## src/rtl/cpu_bus_pkg.sv

```systemverilog
// Shared datapath bus definitions: widths, IR register-select field positions and
// the bit layout of the one-hot bus source drive strobes.
package cpu_bus_pkg;

  localparam int REG_SEL_W = 4;
  localparam int DW        = 32;

  localparam int RA_HI = 26;
  localparam int RA_LO = 23;
  localparam int RB_HI = 22;
  localparam int RB_LO = 19;
  localparam int RC_HI = 18;
  localparam int RC_LO = 15;

  localparam int DRV_W     = 20;
  localparam int DRV_PC    = 0;
  localparam int DRV_IR    = 1;
  localparam int DRV_MDR   = 2;
  localparam int DRV_R0    = 3;
  localparam int DRV_R15   = 18;
  localparam int DRV_CSIGN = 19;

  // Clearing the lowest set bit leaves something behind only when two or more bits are set.
  function automatic logic multi_hot(input logic [DRV_W-1:0] v);
    return (v & (v - DRV_W'(1))) != '0;
  endfunction

endpackage

```

## src/rtl/reg_sel_decode.sv

```systemverilog
// Turns the IR Ra/Rb/Rc fields and the gra/grb/grc gates into one register index.
// Shared by the write side of the register file and the read-side select logic.
module reg_sel_decode
  import cpu_bus_pkg::*;
(
  input  logic [31:0]          ir,
  input  logic                 gra,
  input  logic                 grb,
  input  logic                 grc,
  output logic [REG_SEL_W-1:0] sel,
  output logic                 sel_valid
);

  logic ir_unused;
  assign ir_unused = ^{ir[31:RA_HI+1], ir[RC_LO-1:0]};

  // gra outranks grb, which outranks grc.
  always_comb begin
    sel = '0;
    if (gra)      sel = ir[RA_HI:RA_LO];
    else if (grb) sel = ir[RB_HI:RB_LO];
    else if (grc) sel = ir[RC_HI:RC_LO];
  end

  assign sel_valid = gra | grb | grc;

endmodule

```

## src/rtl/bus_sink_regfile.sv

```systemverilog
// Bus sink: captures buso into the general register file and flags bus contention.
// Optional macro R0_BAOUT_EN forces busi_r0 to zero while baout is high.
module bus_sink_regfile #(
  parameter int                         DW      = cpu_bus_pkg::DW,
  parameter int                         NREG    = 16,
  parameter logic [cpu_bus_pkg::DW-1:0] RST_VAL = '0
) (
  input  logic                                clock,
  input  logic                                clear_n,
  input  logic [DW-1:0]                       buso,
  input  logic [31:0]                         ir,
  input  logic                                gra,
  input  logic                                grb,
  input  logic                                grc,
  input  logic                                rin,
  input  logic                                baout,
  input  logic [cpu_bus_pkg::DRV_W-1:0]       drive_oh,
  input  logic                                err_clr,
  output logic [DW-1:0]                       busi_r0,
  output logic [DW-1:0]                       busi_r1,
  output logic [DW-1:0]                       busi_r2,
  output logic [DW-1:0]                       busi_r3,
  output logic [DW-1:0]                       busi_r4,
  output logic [DW-1:0]                       busi_r5,
  output logic [DW-1:0]                       busi_r6,
  output logic [DW-1:0]                       busi_r7,
  output logic [DW-1:0]                       busi_r8,
  output logic [DW-1:0]                       busi_r9,
  output logic [DW-1:0]                       busi_r10,
  output logic [DW-1:0]                       busi_r11,
  output logic [DW-1:0]                       busi_r12,
  output logic [DW-1:0]                       busi_r13,
  output logic [DW-1:0]                       busi_r14,
  output logic [DW-1:0]                       busi_r15,
  output logic [cpu_bus_pkg::REG_SEL_W-1:0]   wr_idx,
  output logic                                wr_valid,
  output logic                                err_multi
);

  import cpu_bus_pkg::*;

  logic [DW-1:0]        regs [NREG];
  logic [REG_SEL_W-1:0] sel;
  logic                 sel_valid;
  logic                 we;

  reg_sel_decode u_sel (
    .ir        (ir),
    .gra       (gra),
    .grb       (grb),
    .grc       (grc),
    .sel       (sel),
    .sel_valid (sel_valid)
  );

  assign we = rin & sel_valid;

  // No write bypass: a register being written still shows its old value until the edge.
  always_ff @(posedge clock or negedge clear_n) begin
    if (!clear_n) begin
      for (int i = 0; i < NREG; i++) regs[i] <= RST_VAL;
      wr_idx   <= '0;
      wr_valid <= 1'b0;
    end else begin
      wr_valid <= we;
      if (we) begin
        regs[sel] <= buso;
        wr_idx    <= sel;
      end
    end
  end

  // A fresh contention event beats a simultaneous clear so it is never missed.
  always_ff @(posedge clock or negedge clear_n) begin
    if (!clear_n)                err_multi <= 1'b0;
    else if (multi_hot(drive_oh)) err_multi <= 1'b1;
    else if (err_clr)            err_multi <= 1'b0;
  end

`ifdef R0_BAOUT_EN
  assign busi_r0 = baout ? '0 : regs[0];
`else
  logic baout_unused;
  assign baout_unused = baout;
  assign busi_r0      = regs[0];
`endif

  assign busi_r1  = regs[1];
  assign busi_r2  = regs[2];
  assign busi_r3  = regs[3];
  assign busi_r4  = regs[4];
  assign busi_r5  = regs[5];
  assign busi_r6  = regs[6];
  assign busi_r7  = regs[7];
  assign busi_r8  = regs[8];
  assign busi_r9  = regs[9];
  assign busi_r10 = regs[10];
  assign busi_r11 = regs[11];
  assign busi_r12 = regs[12];
  assign busi_r13 = regs[13];
  assign busi_r14 = regs[14];
  assign busi_r15 = regs[15];

endmodule

```

## config.mk

```make
export PLATFORM = sky130hd
export DESIGN_NAME = bus_sink_regfile
export DESIGN_NICKNAME = d
export VERILOG_FILES = /design/src/rtl/cpu_bus_pkg.sv /design/src/rtl/reg_sel_decode.sv /design/src/rtl/bus_sink_regfile.sv
export SDC_FILE = /design/constraint.sdc
export NUM_CORES = 1
export LEC_CHECK = 0
export CAP_MARGIN = 20
export CORE_AREA = 2 2 240 242
export CTS_CLUSTER_DIAMETER = 80
export DETAILED_ROUTE_END_ITERATION = 8
export DIE_AREA = 0 0 242 244
export GPL_TIMING_DRIVEN = 0
export PLACE_DENSITY_LB_ADDON = 0.1
export SLEW_MARGIN = 25
export SYNTH_ARGS = -nofsm -noshare
export SYNTH_HDL_FRONTEND = slang
export SYNTH_SLANG_ARGS = --single-unit
```

## constraint.sdc

```tcl
create_clock -name clock -period 1.66 [get_ports clock]
set_input_delay 0.249 -clock clock [delete_from_list [all_inputs] [get_ports clock]]
set_output_delay 0.249 -clock clock [all_outputs]
set_load 0.005 [all_outputs]
```

==> summary.md, run 1 <==
| Metric | Value |
|---|---|
| Fmax | `0.605 GHz` |
| Tot Pwr | `0.0451 W` |
| Unique cell type count in the Yosys netlist | `36` |
| CTS tree | `done` |
| All-Layer GR Usage | `21.1%` |
| Pins Over Slew Limit | `0` |
| Int Pwr | `0.0325 W` |
| Layout cell share with drive strength beyond 1 | `37.1%` |
| WS Path Type | `in -> reg` |
| Largest net degree at the start of global routing | `94` |
| R2R Path End | `err_multi` |
| Crit. End Element | `flip-flop` |
| Hpwl dp | `46.7 mm` |
| Combinational Power Share | `30.0%` |
| CP delay by family, top | `simple AND/OR/NAND/NOR gates` |
| Root Buffer | `clkbuf_16` |
| FF+latch count, synth | `518` |
| Sequential share of power | `42.3%` |
| First-pass DRT Iterations | `4` |
| Yosys warns | `0` |
| Routed WL | `63.1 mm` |
| CTS H-tree lvls | `2` |
| 1st-iter DRT viols | `509` |
| Min Tclk post-route | `1.65 ns` |
| Worst skew pair latency | `0.59 ns` |
| Drt drc | `0` |
| Final Net Count | `1,984` |
| Initial antenna violation count | `0` |
| First-pass GRT wire length | `92.7 mm` |
| Syn nets | `1,298` |
| EDFF count, synth | `0` |
| Vias per inst | `4.76` |
| # diodes | `0` |
| Synth Flop Type | `dfrtp_1` |
| Worst EP arrival | `2.12 ns` |
| Final setup vio count | `0` |
| Final setup margin | `0.00610 ns` |
| Worst R2R Path Depth | `5` |
| Die Y-Extent | `244 um` |
| Clock transition at path regs | `0.06 ns` |
| Area grow syn2layout | `48.7%` |
| Grt ovf | `0` |
| Critical Path Max Stage Delay | `0.55 ns` |
| Sw frac | `27.9%` |
| Core Region | `56,200 um^2` |
| Mapped Cells | `1,206` |
| Buf+Inv Stages, Crit Path | `1` |
| Die Area | `59,000 um^2` |
| Vias in the first global route | `13,546` |
| Hold Crit Class | `in -> async` |
| Clk pwr share | `27.8%` |
| # Max-Cap Violations | `0` |
| Fin Clk Skew | `0 ns` |
| Routed WL per cell | `23.5 um` |
| Relative slew slack | `50.0%` |
| Max VDD drop | `0.00115 V` |
| R2r startpoint | `err_multi` |
| DR vias | `12,811` |
| P_sw | `0.0126 W` |
| IO buf count | `588` |
| Post-synth ARST share | `100%` |
| Setup WS pre-CTS | `-1.31 ns` |
| Slowest-stage cell, CP | `clkdlybuf4s50_1` |
| Pin slew with the least headroom to its limit | `0.751 ns` |
| GPL Wtd Cong | `0.865` |
| Status | `complete, no violations` |
| Die Span X | `242 um` |
| Cell row count | `87` |
| Post-synthesis sequential area ratio | `65.9%` |
| Max clock buf depth | `3` |
| Reg-to-reg slack, setup | `0.16 ns` |
| Crit path max fanout | `7` |
| Startpoint types | `primary input` |
| Mapped Area | `19,700 um^2` |
| Num CTS Buffers | `57` |
| Initial Utilization | `35.0%` |
| Lkg Pwr | `14.2 nW` |
| Hold Slack | `0.0700 ns` |
| Final period utilization | `99.6%` |
| Final Hold Vio Count | `0` |
| Clock sink count | `518` |
| Post-route ant nets | `0` |
| PwrDens | `1540 nW/um^2` |
| Io pins | `610` |
| Critical Path RT | `2.13 ns` |
| Fillers | `5,061` |
| Critical path, cell by cell | `clkdlybuf4s50_1 -> nor4_2 -> nand2_1 -> a2111oi_4 -> nor2_1 -> or4_1` |
| Syn_area_per_cell | `16.3 um^2` |
cell usage after synthesis (3+ instances only):
library cell / count / area, um^2
o21ai_0: 7 / 35.0
nor2_1: 8 / 30.0
nand2_1: 23 / 86.3
inv_1: 4 / 15.0
buf_2: 42 / 210
clkbuf_1: 36 / 135
mux2_1: 11 / 124
dfrtp_1: 518 / 13000
o22ai_1: 4 / 25.0
nor2b_1: 7 / 43.8
mux2_2: 501 / 5640
nand3b_1: 4 / 30.0
nor4_1: 3 / 18.8
a31o_2: 3 / 26.3
buf_4: 6 / 45.0
a31oi_1: 3 / 18.8
area by class of cell:
cell class | instances | area [um^2] | area share, %
clock buffers | 96 | 1740 | 5.93
multi-input cells | 600 | 6890 | 23.6
flip-flops and latches | 518 | 13000 | 44.3
plain buffers | 84 | 893 | 3.05
well taps | 756 | 946 | 3.23
inverters | 4 | 15.0 | 0.0513
clock inverters | 6 | 109 | 0.372
repair buffers | 627 | 5700 | 19.5
stage by stage:
| stage | cells | utilization, % | area (um^2) | TNS, ns |
|---|---|---|---|---|
| finish | 2691 | 52.1 | 29300 | 0 |
| global route | 2691 | 52.1 | 29300 | -0.0165 |
| CTS | 2686 | 51.4 | 28900 | -0.00963 |
| detailed placement | 2556 | 48.2 | 27000 | -563.56 |
| global placement | 2550 | 47.9 | 26900 | - |
| floorplan | 1206 | - | 20000 | -1.88 |
routing by layer:
layer,up-vias,track usage [%],wire [um]
met1,6648,25.3,25500
met2,397,35.5,31000
met3,84,7.13,4770
met5,-,0,0
met4,0,7.03,1870
li1,5682,-,-
cell families (layout without fill, tap and decap cells):
logic type	count (synthesis)	count (layout)	synth area share, %
and+or+nand+nor	61	61	1.65
AOI/OAI and AO/OA	27	27	1.06
DFF	518	518	65.9
buffers and inverters	88	817	2.06
muxes	512	512	29.3
worst max path at each step:
stage	to	start	cells past startpoint	slack, ns
final	err_multi	drive_oh[14]	6	0.006
after global routing	busi_r6[22]	grc	9	-0.006
after CTS	busi_r15[18]	ir[15]	8	-0.003
after detailed placement	busi_r0[19]	grb	7	-1.31
after global placement	busi_r5[10]	clear_n	1	-23.02
after floorplan	err_multi	drive_oh[5]	5	-0.16
worst register-to-register path, stage by stage (launching register included):
cell and delay, ns:
dfrtp_1 0.38, inv_1 0.06, o21ai_0 0.08, a221oi_1 0.23, nand4_1 0.13, or4_1 0.49
power groups by stage:
stage	Sequential (W)	Combinational, W	Clock (W)
global route	0.0196	0.0144	0.0134
detailed placement	0.0194	0.0164	0
global placement	0.0194	0.0162	0
finish	0.0190	0.0135	0.0125
CTS	0.0191	0.0137	0.0129
floorplan	0.0196	0.00435	0
cell usage in the layout (no fill, tap or decap), drive strengths merged, types with 2 or more instances in the layout:
cell,instances
nor4,3
buf,88
or4,2
inv,5
o21ai,7
nand3b,4
a31oi,3
dlygate4sd2,519
nor2,8
dlymetal6s2s,3
a21oi,2
clkdlybuf4s50,60
a31o,3
o22ai,4
nor3,4
nand2,23
clkinv,2
bufinv,3
clkbuf,135
or3,3
nand2b,2
nor2b,7
mux2,512
dfrtp,518
repair_timing:
item / 4_1_cts / 5_1_grt
gates resized for setup: 623 / 81
hold buffers: 1 / 0
endpoints found under the setup margin: 1031 / 469
endpoints found under the hold margin: 185 / 0
setup buffers: 27 / 4
pin swaps: 8 / 8
cloned: 0 / 1
No activity file was read; power rests on OpenSTA's default activity.
==> run 2: changes to the inputs <==
- CTS_BUF_LIST: not set -> sky130_fd_sc_hd__clkbuf_16
==> run 2 against run 1 <==
Net effect: clock-buffer cell count is 37 lower; final cell count is 0.26% higher; flip-flop and latch count stayed put; first-iteration DRC count is 2.2% lower; maximum frequency hardly changed; wire length is 1.3% higher; largest power group unchanged; highest routed layer unchanged.
==> summary.md, run 2 (synthesized netlist as in run 1, its figures left out) <==
| Metric | Value |
|---|---|
| Crit path max fanout | `10` |
| Register Area | `13,000 um^2` |
| P_sw | `0.0126 W` |
| Hold Slack | `0.0677 ns` |
| Min Tclk post-route | `1.65 ns` |
| Fmax | `0.605 GHz` |
| Core Region | `56,200 um^2` |
| Met2 GRT Util | `35.6%` |
| 1st-iter DRT viols | `498` |
| Area grow syn2layout | `48.3%` |
| CTS H-tree lvls | `2` |
| Cell row count | `87` |
| Non-Filler Instances | `2,698` |
| All-Layer GR Usage | `21.1%` |
| Hold Crit Class | `in -> async` |
| Clk pwr share | `26.6%` |
| Routed WL | `63.9 mm` |
| Sequential share of power | `42.9%` |
| Max VDD drop | `0.000982 V` |
| CTS tree | `done` |
| First-pass GRT wire length | `92.8 mm` |
| Relative slew slack | `50.3%` |
| Final period utilization | `99.6%` |
| PwrDens | `1520 nW/um^2` |
| Reg-to-reg slack, setup | `0.16 ns` |
| Crit. End Element | `flip-flop` |
| WS Path Type | `in -> reg` |
| Critical path, cell by cell | `clkdlybuf4s50_1 -> nand2_2 -> a31oi_4 -> nand3_4 -> nand2b_4 -> clkbuf_8 -> buf_6 -> mux2_4` |
| Pins Over Slew Limit | `0` |
| IO buf count | `588` |
| Max clock buf depth | `3` |
| Worst skew pair latency | `0.59 ns` |
| Final setup vio count | `0` |
| Fillers | `5,095` |
| Most frequent cells in the layout | `519 x dlygate4sd2_1, 518 x dfrtp_1, 441 x mux2_2` |
| Die Area | `59,000 um^2` |
| Status | `complete, no violations` |
| Vias in the first global route | `13,566` |
| Critical Path RT | `2.13 ns` |
| Final Hold Vio Count | `0` |
| Commonest non-fill, non-tap cell in the layout | `dlygate4sd2_1` |
| Cells after DPL | `2,556` |
| Root Buffer | `clkbuf_16` |
| First-pass DRT Iterations | `6` |
| Post-route ant nets | `0` |
| Post-route setup TNS | `0 ns` |
| Fin Clk Skew | `0 ns` |
| Vias per inst | `4.76` |
| Int Pwr | `0.0318 W` |
| R2r startpoint | `err_multi` |
| Worst EP arrival | `2.13 ns` |
| Critical Path Max Stage Delay | `0.48 ns` |
| # diodes | `0` |
| Slowest-stage cell, CP | `clkdlybuf4s50_1` |
| Grt ovf | `0` |
| # Max-Cap Violations | `0` |
| Initial Utilization | `35.0%` |
| GRT busiest layer | `met2` |
| Final setup margin | `0.00708 ns` |
| Sw frac | `28.4%` |
| Num CTS Buffers | `57` |
| Routed WL per cell | `23.7 um` |
| Layout cell share with drive strength beyond 1 | `36.7%` |
| Drt drc | `0` |
| Pin slew with the least headroom to its limit | `0.746 ns` |
| Clock sink count | `518` |
| Io pins | `610` |
| R2R Path End | `err_multi` |
| Met1 GRT Util | `25.2%` |
| Worst R2R Path Depth | `5` |
| Clock transition at path regs | `0.06 ns` |
| Largest net degree at the start of global routing | `94` |
| RSZ-0062 raised after global routing | `yes` |
| GPL Wtd Cong | `0.865` |
| Tot Pwr | `0.0444 W` |
| Hpwl dp | `46.7 mm` |
| Combinational Power Share | `30.5%` |
| Lkg Pwr | `14.3 nW` |
| Startpoint types | `primary input` |
| Initial antenna violation count | `0` |
| Die Span X | `242 um` |
| Area of the multi-input gates | `6850 um^2` |
| DR vias | `12,832` |
| Final Net Count | `1,991` |
| Setup WS pre-CTS | `-1.31 ns` |
| Met3 global-route usage | `7.14%` |
| Die Y-Extent | `244 um` |
==> run 2: changes by cell type in the layout (fill, tap and decap cells not counted), sizes merged <==
cell	before	now
clkbuf	135	103
dlymetal6s2s	3	5
inv	5	30
clkinv	2	14
clkdlybuf4s50	60	58
buf	88	90
==> run 2: worst max-delay path, delay by kind of cell <==
family	cells	cell delay [ns]
and+or+nand+nor	3	0.46
buffers and inverters	3	0.80
AOI/OAI and AO/OA	1	0.30
muxes	1	0.30
==> run 2: worst max path at each step <==
stage                            from      endpoint  cells after the start
after floorplan           drive_oh[5]     err_multi                      5
after global placement        clear_n   busi_r5[10]                      1
after global routing           ir[20]  busi_r12[25]                      8
after CTS                      ir[15]  busi_r15[13]                      8
after detailed placement          grb   busi_r0[19]                      7
final                          ir[19]   busi_r13[3]                      8
==> run 2: per-stage QoR <==
step | utilization, % | area [um^2]
finish | 51.9 | 29200
floorplan | - | 20000
CTS | 51.2 | 28800
global route | 51.9 | 29200
detailed placement | 48.2 | 27000
global placement | 47.9 | 26900
==> run 2: metal layers <==
metal | vias up | routed length [um]
li1 | 5684 | -
met1 | 6670 | 25600
met2 | 389 | 31500
met3 | 89 | 4970
met4 | 0 | 1860
met5 | - | 0
==> run 2: area by class of cell <==
cell class	count	area share [%]
Buffer	83	2.75
Clock buffer	59	5.06
Clock inverter	43	0.849
Inverter	4	0.0515
Multi-Input combinational cell	600	23.5
Sequential cell	518	44.4
Tap cell	756	3.24
Timing Repair Buffer	635	20.1
==> run 2: what timing repair did <==
action                                  in CTS  in global routing
pin swaps                                    8                 15
hold endpoints to repair                   185                  0
hold buffers                                 1                  0
endpoints found under the setup margin    1031                510
gates cloned                                 0                  6
resized for setup                          623                 60
setup buffers                               29                  5
==> run 2: power groups by stage <==
stage / logic (W) / clock network [W] / registers, W
after floorplan: 0.00435 / 0 / 0.0196
after global placement: 0.0162 / 0 / 0.0194
after detailed placement: 0.0164 / 0 / 0.0194
after CTS: 0.0137 / 0.0122 / 0.0191
after global routing: 0.0144 / 0.0127 / 0.0196
final: 0.0135 / 0.0118 / 0.0190
